### config.mk
export PLATFORM = sky130hd
export DESIGN_NAME = parity_rx
export DESIGN_NICKNAME = d
export VERILOG_FILES = /design/src/rtl/parity_rx.sv
export SDC_FILE = /design/constraint.sdc
export NUM_CORES = 1
export LEC_CHECK = 0
export ABC_CLOCK_PERIOD_IN_PS = 1800
export BUFFER_PORTS_ARGS = -buffer_cell sky130_fd_sc_hd__clkbuf_2
export CORE_AREA = 2 2 70 72
export CTS_BUF_LIST = sky130_fd_sc_hd__clkbuf_4 sky130_fd_sc_hd__clkbuf_8
export DETAILED_ROUTE_END_ITERATION = 16
export DIE_AREA = 0 0 72 74
export GPL_TIMING_DRIVEN = 0
export PLACE_DENSITY = 0.74
export SYNTH_ARGS = -nofsm -noshare
export SYNTH_HDL_FRONTEND = slang
export SYNTH_SLANG_ARGS = --single-unit
### constraint.sdc
create_clock -name clk -period 1.8 [get_ports clk]
set_input_delay 0.09 -clock clk [delete_from_list [all_inputs] [get_ports clk]]
set_output_delay 0.09 -clock clk [all_outputs]
set_load 0.01 [all_outputs]
### src/rtl/parity_rx.sv
// UART-style serial receiver: start, 8 data bits LSB first, parity, stop.
// Mid-bit sampling off a 2-flop synchronized line, with a saturating error counter.
module parity_rx #(
  parameter int CLKS_PER_BIT = 16,
  parameter bit PARITY_ODD   = 1'b0
) (
  input  logic       clk,
  input  logic       rst_n,
  input  logic       rx_in,
  input  logic       err_clr,
  output logic [7:0] rx_data,
  output logic       rx_valid,
  output logic       parity_err,
  output logic       frame_err,
  output logic       busy,
  output logic [7:0] err_cnt
);
  localparam int CW = $clog2(CLKS_PER_BIT);
  localparam logic [CW-1:0] CNT_MID  = CW'(CLKS_PER_BIT/2 - 1);
  localparam logic [CW-1:0] CNT_LAST = CW'(CLKS_PER_BIT - 1);

  typedef enum logic [2:0] {IDLE, START, DATA, PARITY, STOP} state_e;

  typedef struct packed {
    logic [7:0] data;
    logic       par_err;
  } rx_rsp_t;

  logic [1:0]    sync_q;
  logic          rx_s;
  logic          rx_prev_q;
  logic          armed_q, armed_d;
  state_e        state_q, state_d;
  logic [CW-1:0] cnt_q, cnt_d;
  logic [2:0]    bit_q, bit_d;
  logic [7:0]    sr_q, sr_d;
  logic          par_q, par_d;
  rx_rsp_t       rsp_q, rsp_d;
  logic          rx_valid_q, rx_valid_d;
  logic          frame_err_q, frame_err_d;
  logic [7:0]    err_cnt_q, err_cnt_d;
  logic          err_inc;

  assign rx_s = sync_q[1];

  always_comb begin
    state_d     = state_q;
    cnt_d       = cnt_q;
    bit_d       = bit_q;
    sr_d        = sr_q;
    par_d       = par_q;
    rsp_d       = rsp_q;
    armed_d     = armed_q;
    rx_valid_d  = 1'b0;
    frame_err_d = 1'b0;
    case (state_q)
      IDLE: begin
        // after a framing error the line must be seen high before a new start counts
        if (rx_s) armed_d = 1'b1;
        if (armed_q && rx_prev_q && !rx_s) begin
          state_d = START;
          cnt_d   = '0;
        end
      end
      START: begin
        if (cnt_q == CNT_MID) begin
          cnt_d   = '0;
          bit_d   = '0;
          state_d = rx_s ? IDLE : DATA;
        end else begin
          cnt_d = cnt_q + 1'b1;
        end
      end
      DATA: begin
        if (cnt_q == CNT_LAST) begin
          cnt_d = '0;
          sr_d  = {rx_s, sr_q[7:1]};
          bit_d = bit_q + 1'b1;
          if (bit_q == 3'd7) state_d = PARITY;
        end else begin
          cnt_d = cnt_q + 1'b1;
        end
      end
      PARITY: begin
        if (cnt_q == CNT_LAST) begin
          cnt_d   = '0;
          par_d   = rx_s;
          state_d = STOP;
        end else begin
          cnt_d = cnt_q + 1'b1;
        end
      end
      STOP: begin
        if (cnt_q == CNT_LAST) begin
          cnt_d   = '0;
          state_d = IDLE;
          if (rx_s) begin
            rx_valid_d    = 1'b1;
            rsp_d.data    = sr_q;
            rsp_d.par_err = ^sr_q ^ par_q ^ PARITY_ODD;
          end else begin
            frame_err_d = 1'b1;
            armed_d     = 1'b0;
          end
        end else begin
          cnt_d = cnt_q + 1'b1;
        end
      end
      default: state_d = IDLE;
    endcase
  end

  // counts off the registered pulses, so a clear in the pulse cycle wins
  always_comb begin
    err_inc   = (rx_valid_q && rsp_q.par_err) || frame_err_q;
    err_cnt_d = err_cnt_q;
    if (err_clr)                           err_cnt_d = '0;
    else if (err_inc && err_cnt_q != 8'hFF) err_cnt_d = err_cnt_q + 1'b1;
  end

  always_ff @(posedge clk or negedge rst_n) begin
    if (!rst_n) begin
      sync_q      <= 2'b11;
      rx_prev_q   <= 1'b1;
      armed_q     <= 1'b1;
      state_q     <= IDLE;
      cnt_q       <= '0;
      bit_q       <= '0;
      sr_q        <= '0;
      par_q       <= 1'b0;
      rsp_q       <= '0;
      rx_valid_q  <= 1'b0;
      frame_err_q <= 1'b0;
      err_cnt_q   <= '0;
    end else begin
      sync_q      <= {sync_q[0], rx_in};
      rx_prev_q   <= rx_s;
      armed_q     <= armed_d;
      state_q     <= state_d;
      cnt_q       <= cnt_d;
      bit_q       <= bit_d;
      sr_q        <= sr_d;
      par_q       <= par_d;
      rsp_q       <= rsp_d;
      rx_valid_q  <= rx_valid_d;
      frame_err_q <= frame_err_d;
      err_cnt_q   <= err_cnt_d;
    end
  end

  assign rx_data    = rsp_q.data;
  assign parity_err = rsp_q.par_err;
  assign rx_valid   = rx_valid_q;
  assign frame_err  = frame_err_q;
  assign busy       = (state_q != IDLE);
  assign err_cnt    = err_cnt_q;
endmodule

==> results of run 1 <==
==> cells in the mapped netlist, types with 2 or more instances <==
library cell and n:
sky130_fd_sc_hd__xor2_1 4, sky130_fd_sc_hd__a22o_1 2, sky130_fd_sc_hd__a31oi_1 3, sky130_fd_sc_hd__dfstp_2 4, sky130_fd_sc_hd__nor2b_1 2, sky130_fd_sc_hd__buf_2 4, sky130_fd_sc_hd__nor2_1 10, sky130_fd_sc_hd__o21ai_1 7
sky130_fd_sc_hd__dfrtp_1 38, sky130_fd_sc_hd__a21oi_1 9, sky130_fd_sc_hd__nand2b_1 2, sky130_fd_sc_hd__o21ai_0 2, sky130_fd_sc_hd__a211o_1 4, sky130_fd_sc_hd__ha_1 4, sky130_fd_sc_hd__nand3_1 6, sky130_fd_sc_hd__mux2i_1 3
sky130_fd_sc_hd__or3_1 4, sky130_fd_sc_hd__mux2_1 8, sky130_fd_sc_hd__o21bai_1 2, sky130_fd_sc_hd__xnor2_1 4, sky130_fd_sc_hd__nand2_1 37, sky130_fd_sc_hd__inv_1 2, sky130_fd_sc_hd__a211oi_1 3
==> kinds of logic (layout without fill, tap and decap cells) <==
family,Yosys count,after routing,share of synthesized area
mux,11,11,0.0610
flops,42,42,0.537
compound gates,36,36,0.118
buf+inv,10,41,0.0235
xor+xnor,9,9,0.0470
fa+ha+maj,5,5,0.0305
simple gates,73,73,0.183
==> flip-flops by register name, indices dropped and copies added, names as in the netlist, 2 cells and up <==
name,count
sync_q,2
state_q,3
sr_q,8
bit_q,3
rx_data,8
cnt_q,4
err_cnt,8
==> cell type report <==
cell class	count	area [um2]	area share
clock buffers	5	68.8	0.0301
well taps	54	67.6	0.0296
plain buffers	6	37.5	0.0164
inverters	3	11.3	0.00493
repair buffers	24	130	0.0570
flip-flops and latches	42	1060	0.462
clock inverters	3	43.8	0.0192
multi-input cells	134	868	0.380
==> per-stage QoR <==
stage / TNS, ns / instance area, um2 / setup WS (ns)
floorplan: 0 / 1970 / 0.180
global placement: 0 / 2150 / 0.0161
detailed placement: -0.0427 / 2150 / -0.0121
CTS: 0 / 2280 / 0.0419
global route: 0 / 2280 / 0.00417
finish: 0 / 2280 / 0.135
==> power by group <==
part,internal (mW),switching (mW)
Clock,0.416,0.349
Combinational,0.252,0.310
Sequential,1.05,0.0891
==> timing repair <==
| action | 4_1_cts | 5_1_grt |
|---|---|---|
| hold buffers | 2 | 0 |
| endpoints found under the hold margin | 39 | 0 |
| resized for setup | 1 | 2 |
| setup endpoints to repair | 7 | 16 |
==> worst paths after layout <==
check,from,end,slack (ns)
worst min-delay path,err_clr,err_cnt[0]$_DFFE_PN0P_,0.13
worst min register to register,sync_q[0]$_DFF_PN1_,sync_q[1]$_DFF_PN1_,0.36
min in group asynchronous,rst_n,err_cnt[2]$_DFFE_PN0P_,0.47
worst max register to register,cnt_q[0]$_DFFE_PN0P_,rx_data[2]$_DFFE_PN0P_,0.13
worst max-delay path,cnt_q[0]$_DFFE_PN0P_,rx_data[2]$_DFFE_PN0P_,0.13
max in group asynchronous,rst_n,rx_data[3]$_DFFE_PN0P_,0.70
==> worst max-delay path: stages (launching register included) <==
cell and delay (ns):
sky130_fd_sc_hd__dfrtp_1 0.39, sky130_fd_sc_hd__ha_2 0.24, sky130_fd_sc_hd__and3_1 0.26, sky130_fd_sc_hd__nand3_1 0.15
sky130_fd_sc_hd__buf_6 0.18, sky130_fd_sc_hd__mux2_1 0.31
==> per-layer routing <==
layer  global-route usage  part of all wire  routed length (um)
met1                0.183              0.44                1590
met2                0.246              0.49                1760
met3               0.0325             0.043                 155
met4               0.0881             0.024                  85
met5                    0                 0                   0
==> reports/results.md, run 1 <==
| Step | Result | This run |
| --- | --- | --- |
| sta | Final min period | 1.67 ns |
| sta | Final count of negative-setup-slack endpoints | 0 |
| drt | Final Routed Wirelength | 3590 um |
| global route | Global Route Usage Sum | 0.150 |
| logic synthesis | Syn Nets | 194 |
| power | P per Cell Area | 1080 nW/um2 |
| cells and area | Layout Area Growth over Synthesis | 16.0% |
| outcome | Outcome | finished, final reports clean |
| global route | Maximum number of pins on one net before global-route repair | 43 |
| setup path | Crit Path Category | register to register |
| logic synthesis | Synth async-reset ratio | 1.00 |
| placed design | Detail Placement HPWL | 2500 um |
| logic synthesis | Top_reg_cell synth | sky130_fd_sc_hd__dfrtp_1 |
| drt | Pre-antenna DRT Iters | 4 |
| cells and area | Most common cell after layout, fill and taps aside | sky130_fd_sc_hd__dfrtp_1 |
| sta | Final hold violations | 0 |
| floorplanning | Starting density of the core | 0.428 |
| min path | Path class of the lowest-slack min-delay path | primary input to register |
| logic synthesis | Count of yosys warnings during synthesis | 0 |
| floorplanning | Full die area | 5330 um2 |
| clock tree | Clock tree root buffer cell | sky130_fd_sc_hd__clkbuf_8 |
| drt | Via count | 1,478 |
| drt | Starting DRC count in detailed routing | 85 |
| clock tree | Number of levels in the clock H-tree | 2 |
| cells and area | Ant. Diodes | 0 |
| sta | Highest clock rate | 600 MHz |
| setup path | Sort of element at the start of the critical path | register |
| clock tree | Total number of clock tree sinks | 42 |
| cells and area | Filler cell count in the final layout | 430 |
| floorplanning | Height of the die | 74 um |
| floorplanning | Row count | 25 |
| placed design | Final Wtd Congestion | 0.852 |
| placed design | Port Buffers | 22 |
| clock tree | Number of buffers inserted by post-CTS setup repair | 0 |
| logic synthesis | Dominant cell type by area after synthesis | sky130_fd_sc_hd__dfrtp_1 |
| setup path | WP data required | 1.99 ns |
| global route | Number of global-route vias before repair | 1,390 |
| floorplanning | Area inside the core boundary | 4600 um2 |
| drt | Post-detailed-route count of antenna-violating nets | 0 |
| power | Power after layout | 2.46 mW |
| setup path | CP arrival | 1.85 ns |
| setup path | Path depth of the worst reg2reg path | 5 |
| floorplanning | Die width | 72 um |
| min path | Worst hold path depth | 2 |
| sta | RSZ-0062 raised after global routing | false |
| flow run | Max_cap viols | 0 |
| setup path | Kind of capture point of the worst setup path | register |
| logic synthesis | Number of flops mapped to enable cells by yosys | 0 |
| logic synthesis | Flops & latches, synth | 42 |
| clock tree | TritonCTS clock tree | built |
| logic synthesis | Cell types with the largest area share after synthesis | sky130_fd_sc_hd__dfrtp_1 (48%), sky130_fd_sc_hd__nand2_1 (7.1%), sky130_fd_sc_hd__dfstp_2 (5.3%) |
| global route | Global route total overflow | 0 |
| logic synthesis | Post-Syn Area | 1970 um2 |
| sta | Setup skew after layout | 0.00830 ns |
| global route | Number of antenna violations at the first check in global routing | 0 |
| power | IR drop worst, VDD | 385 uV |
| clock tree | Clk buf depth | 2 |
| drt | Detailed-route wire length per cell | 13.3 um |
| clock tree | Clock latency on the worst-skew pair | 0.31 ns |
| logic synthesis | Fraction of the yosys area taken by sequential cells | 0.537 |
| cells and area | Number of nets in the layout | 224 |
| logic synthesis | Synth Instances | 186 |
| logic synthesis | Share of the synthesized area in the top cell type | 0.483 |
| drt | Post-detailed-route via-to-cell ratio | 5.45 |
| cells and area | Fraction of layout instances using a drive strength above 1 | 0.207 |
| cells and area | Non-Filler Instances | 271 |
| drt | Number of design rule violations left after detail routing | 0 |
| cells and area | Top library cells by usage in the layout, fill and taps aside | sky130_fd_sc_hd__dfrtp_1 (38), sky130_fd_sc_hd__nand2_1 (37), sky130_fd_sc_hd__clkbuf_2 (22) |
| sta | Slew at the pin closest to its max-slew limit | 0.999 ns |
| power | Leakage power | 1.14 nW |
| sta | WHS | 0.131 ns |
| logic synthesis | Netlist cell types | 45 |
| floorplanning | Boundary pin count | 24 |
| clock tree | Total CTS buffers | 5 |
| sta | Max-slew violation total from the final report | 0 |
| logic synthesis | Post-synthesis area per instance | 10.6 um2 |
| clock tree | Clock transition at the registers of the reported paths | 0.08 ns |
| placed design | Placed Instances | 262 |
| setup path | CP max FO | 10 |
| cells and area | Final core utilization | 0.497 |
| sta | Remaining max-slew budget at the tightest pin | 0.334 |
| global route | First-pass GRT wire length | 6110 um |
| sta | Crit share post-route | 0.925 |
Note: power is estimated with default switching activity, not from simulation.
==> run 2, diff against run 1 <==
- BUFFER_PORTS_ARGS: -buffer_cell sky130_fd_sc_hd__clkbuf_2 -> default
- CTS_BUF_LIST: sky130_fd_sc_hd__clkbuf_4 sky130_fd_sc_hd__clkbuf_8 -> default
- DONT_BUFFER_PORTS: default -> 1
- PLACE_DENSITY: 0.74 -> 0.7
==> run 2 against run 1 <==
Net effect:
- utilization shrank 1.5 points
- critical path depth is the same
- global-route usage shrank 0.76 points
- sequential share of layout area grew 1.4 points
- routed wire length shrank 4.0%
- combinational power grew 0.7%
- final area shrank 3.0%
- first-iteration DRC count grew 15%
- highest routed layer unchanged
==> reports/results.md, run 2 (same netlist as run 1, synthesis figures left out) <==
| Step | Result | This run |
| --- | --- | --- |
| outcome | Outcome | finished, final reports clean |
| sta | Setup skew after layout | 0.0101 ns |
| sta | Final min period | 1.67 ns |
| global route | Fraction of met2 tracks used by global routing | 0.240 |
| flow run | Max_cap viols | 0 |
| sta | Sum of negative setup slack | 0 ns |
| setup path | WP data required | 1.98 ns |
| sta | Highest clock rate | 597 MHz |
| placed design | Final Wtd Congestion | 0.803 |
| clock tree | Clock tree root buffer cell | sky130_fd_sc_hd__clkbuf_8 |
| power | IR drop worst, VDD | 376 uV |
| power | Logic gate share of total power | 0.228 |
| setup path | Crit Path Category | register to register |
| global route | Number of global-route vias before repair | 1,357 |
| placed design | Placed Instances | 240 |
| sta | Final hold violations | 0 |
| drt | Via count | 1,347 |
| setup path | Sort of element at the start of the critical path | register |
| floorplanning | Die width | 72 um |
| clock tree | Total number of clock tree sinks | 42 |
| floorplanning | Area inside the core boundary | 4600 um2 |
| global route | Number of antenna violations at the first check in global routing | 0 |
| cells and area | Final core utilization | 0.482 |
| cells and area | Non-Filler Instances | 250 |
| power | Power after layout | 2.48 mW |
| clock tree | Clock latency on the worst-skew pair | 0.30 ns |
| placed design | Area after detailed placement | 2040 um2 |
| power | P per Cell Area | 1120 nW/um2 |
| setup path | CP max FO | 10 |
| power | Internal power contribution | 1.76 mW |
| sta | Worst Setup Slack, final | 0.125 ns |
| power | Psw | 0.722 mW |
| cells and area | Filler cell count in the final layout | 412 |
| cells and area | Ant. Diodes | 0 |
| power | Clock share of power | 0.311 |
| floorplanning | Starting density of the core | 0.428 |
| setup path | End of the worst register-to-register path | rx_data[1]$_DFFE_PN0P_ |
| cells and area | Fraction of layout instances using a drive strength above 1 | 0.133 |
| placed design | Worst Setup Slack post-DPL | -0.00683 ns |
| setup path | Kind of capture point of the worst setup path | register |
| sta | Max-slew violation total from the final report | 0 |
| global route | Maximum number of pins on one net before global-route repair | 43 |
| min path | Terminating pin of the worst hold path | err_cnt[0]$_DFFE_PN0P_ |
| power | Reg power frac | 0.461 |
| clock tree | Clk buf depth | 2 |
| cells and area | Top library cells by usage in the layout, fill and taps aside | sky130_fd_sc_hd__dfrtp_1 (38), sky130_fd_sc_hd__nand2_1 (37), sky130_fd_sc_hd__nor2_1 (10) |
| power | Leakage power | 1.06 nW |
| drt | Detailed-route wire length per cell | 13.8 um |
| sta | Slew at the pin closest to its max-slew limit | 0.401 ns |
| drt | Post-detailed-route via-to-cell ratio | 5.39 |
| floorplanning | Full die area | 5330 um2 |
| drt | Starting DRC count in detailed routing | 98 |
| min path | Worst hold path depth | 2 |
| drt | Post-detailed-route count of antenna-violating nets | 0 |
| power | Sw Ratio | 0.291 |
| sta | Remaining max-slew budget at the tightest pin | 0.732 |
| global route | First-pass GRT wire length | 5900 um |
| drt | Final Routed Wirelength | 3450 um |
| min path | Path class of the lowest-slack min-delay path | primary input to register |
| drt | Number of design rule violations left after detail routing | 0 |
| sta | Final count of negative-setup-slack endpoints | 0 |
| sta | RSZ-0062 raised after global routing | false |
| setup path | Path depth of the worst reg2reg path | 5 |
| placed design | Detail Placement HPWL | 2370 um |
| placed design | Port Buffers | 0 |
| global route | Most congested layer reported by global routing | met2 |
| clock tree | TritonCTS clock tree | built |
| global route | Global Route Usage Sum | 0.142 |
| setup path | CP arrival | 1.86 ns |
| cells and area | Layout Area Growth over Synthesis | 12.5% |
| clock tree | Number of buffers inserted by post-CTS setup repair | 0 |
| global route | Global-route met3 utilization | 0.0352 |
| clock tree | Total CTS buffers | 5 |
| global route | Met1 capacity usage during global routing | 0.174 |
| floorplanning | Height of the die | 74 um |
| global route | Global route total overflow | 0 |
| cells and area | Most common cell after layout, fill and taps aside | sky130_fd_sc_hd__dfrtp_1 |
| min path | Worst hold path startpoint | err_clr |
| floorplanning | Row count | 25 |
| clock tree | Clock transition at the registers of the reported paths | 0.08 ns |
| drt | Pre-antenna DRT Iters | 4 |
| setup path | Reg-to-Reg Start | state_q[1]$_DFFE_PN0P_ |
| clock tree | Number of levels in the clock H-tree | 2 |
| cells and area | Number of nets in the layout | 203 |
| sta | WHS | 0.139 ns |
| setup path | Minimum setup slack among reg-to-reg paths | 0.13 ns |
| floorplanning | Boundary pin count | 24 |
| sta | Crit share post-route | 0.930 |
| cells and area | Final cell area excluding filler cells | 2210 um2 |
-- run 2: cell types whose count changed in the layout (fill, tap and decap cells not counted), sizes merged --
cell and change:
clkbuf -20, clkinv -1, buf +1, inv -1
-- run 2: worst max path at each step --
stage                                       from                     end  slack (ns)  cells past startpoint
after detailed placement    cnt_q[0]$_DFFE_PN0P_  rx_data[1]$_DFFE_PN0P_      -0.007                      5
after CTS                 state_q[0]$_DFFE_PN0P_    cnt_q[3]$_DFFE_PN0P_        0.06                      4
after floorplan             cnt_q[0]$_DFFE_PN0P_  rx_data[1]$_DFFE_PN0P_        0.18                      5
after global placement      cnt_q[0]$_DFFE_PN0P_  rx_data[1]$_DFFE_PN0P_        0.02                      5
final                     state_q[1]$_DFFE_PN0P_  rx_data[1]$_DFFE_PN0P_        0.13                      5
after global routing        cnt_q[1]$_DFFE_PN0P_  rx_data[6]$_DFFE_PN0P_        0.02                      5
-- run 2: per-layer routing --
metal	vias to the layer above	part of all wire
met5	-	0
met4	0	0.021
met3	6	0.037
met2	28	0.46
met1	648	0.48
li1	665	-
-- run 2: power groups by stage --
stage          Combinational, mW  Clock, mW  Sequential, mW
2_1_floorplan              0.442          0            1.13
3_3_place_gp               0.510          0            1.15
3_5_place_dp               0.528          0            1.15
4_1_cts                    0.556      0.786            1.14
5_1_grt                    0.646      0.818            1.16
6_report                   0.566      0.769            1.14
-- run 2: timing repair --
| action | CTS | global route |
|---|---|---|
| endpoints found under the setup margin | 5 | 20 |
| resized for setup | 1 | 5 |
| gates cloned | 0 | 0 |
| hold endpoints to repair | 43 | 0 |
| hold buffers | 3 | 0 |
-- run 2: final cells by class --
class,instances,area [um2],area share
multi-input combinational,134,890,0.402
tap,54,67.6,0.0305
buffer,6,33.8,0.0153
timing repair buffer,3,40.0,0.0181
sequential,42,1060,0.477
inverter,3,11.3,0.00508
clock inverter,1,30.0,0.0136
clock buffer,7,86.3,0.0390
-- run 2: worst max-delay path, stage by stage (launching register included) --
cell and delay, ns:
sky130_fd_sc_hd__dfrtp_1 0.40, sky130_fd_sc_hd__buf_2 0.19, sky130_fd_sc_hd__nor3b_4 0.28, sky130_fd_sc_hd__nand3_1 0.16
sky130_fd_sc_hd__buf_4 0.21, sky130_fd_sc_hd__mux2_1 0.31
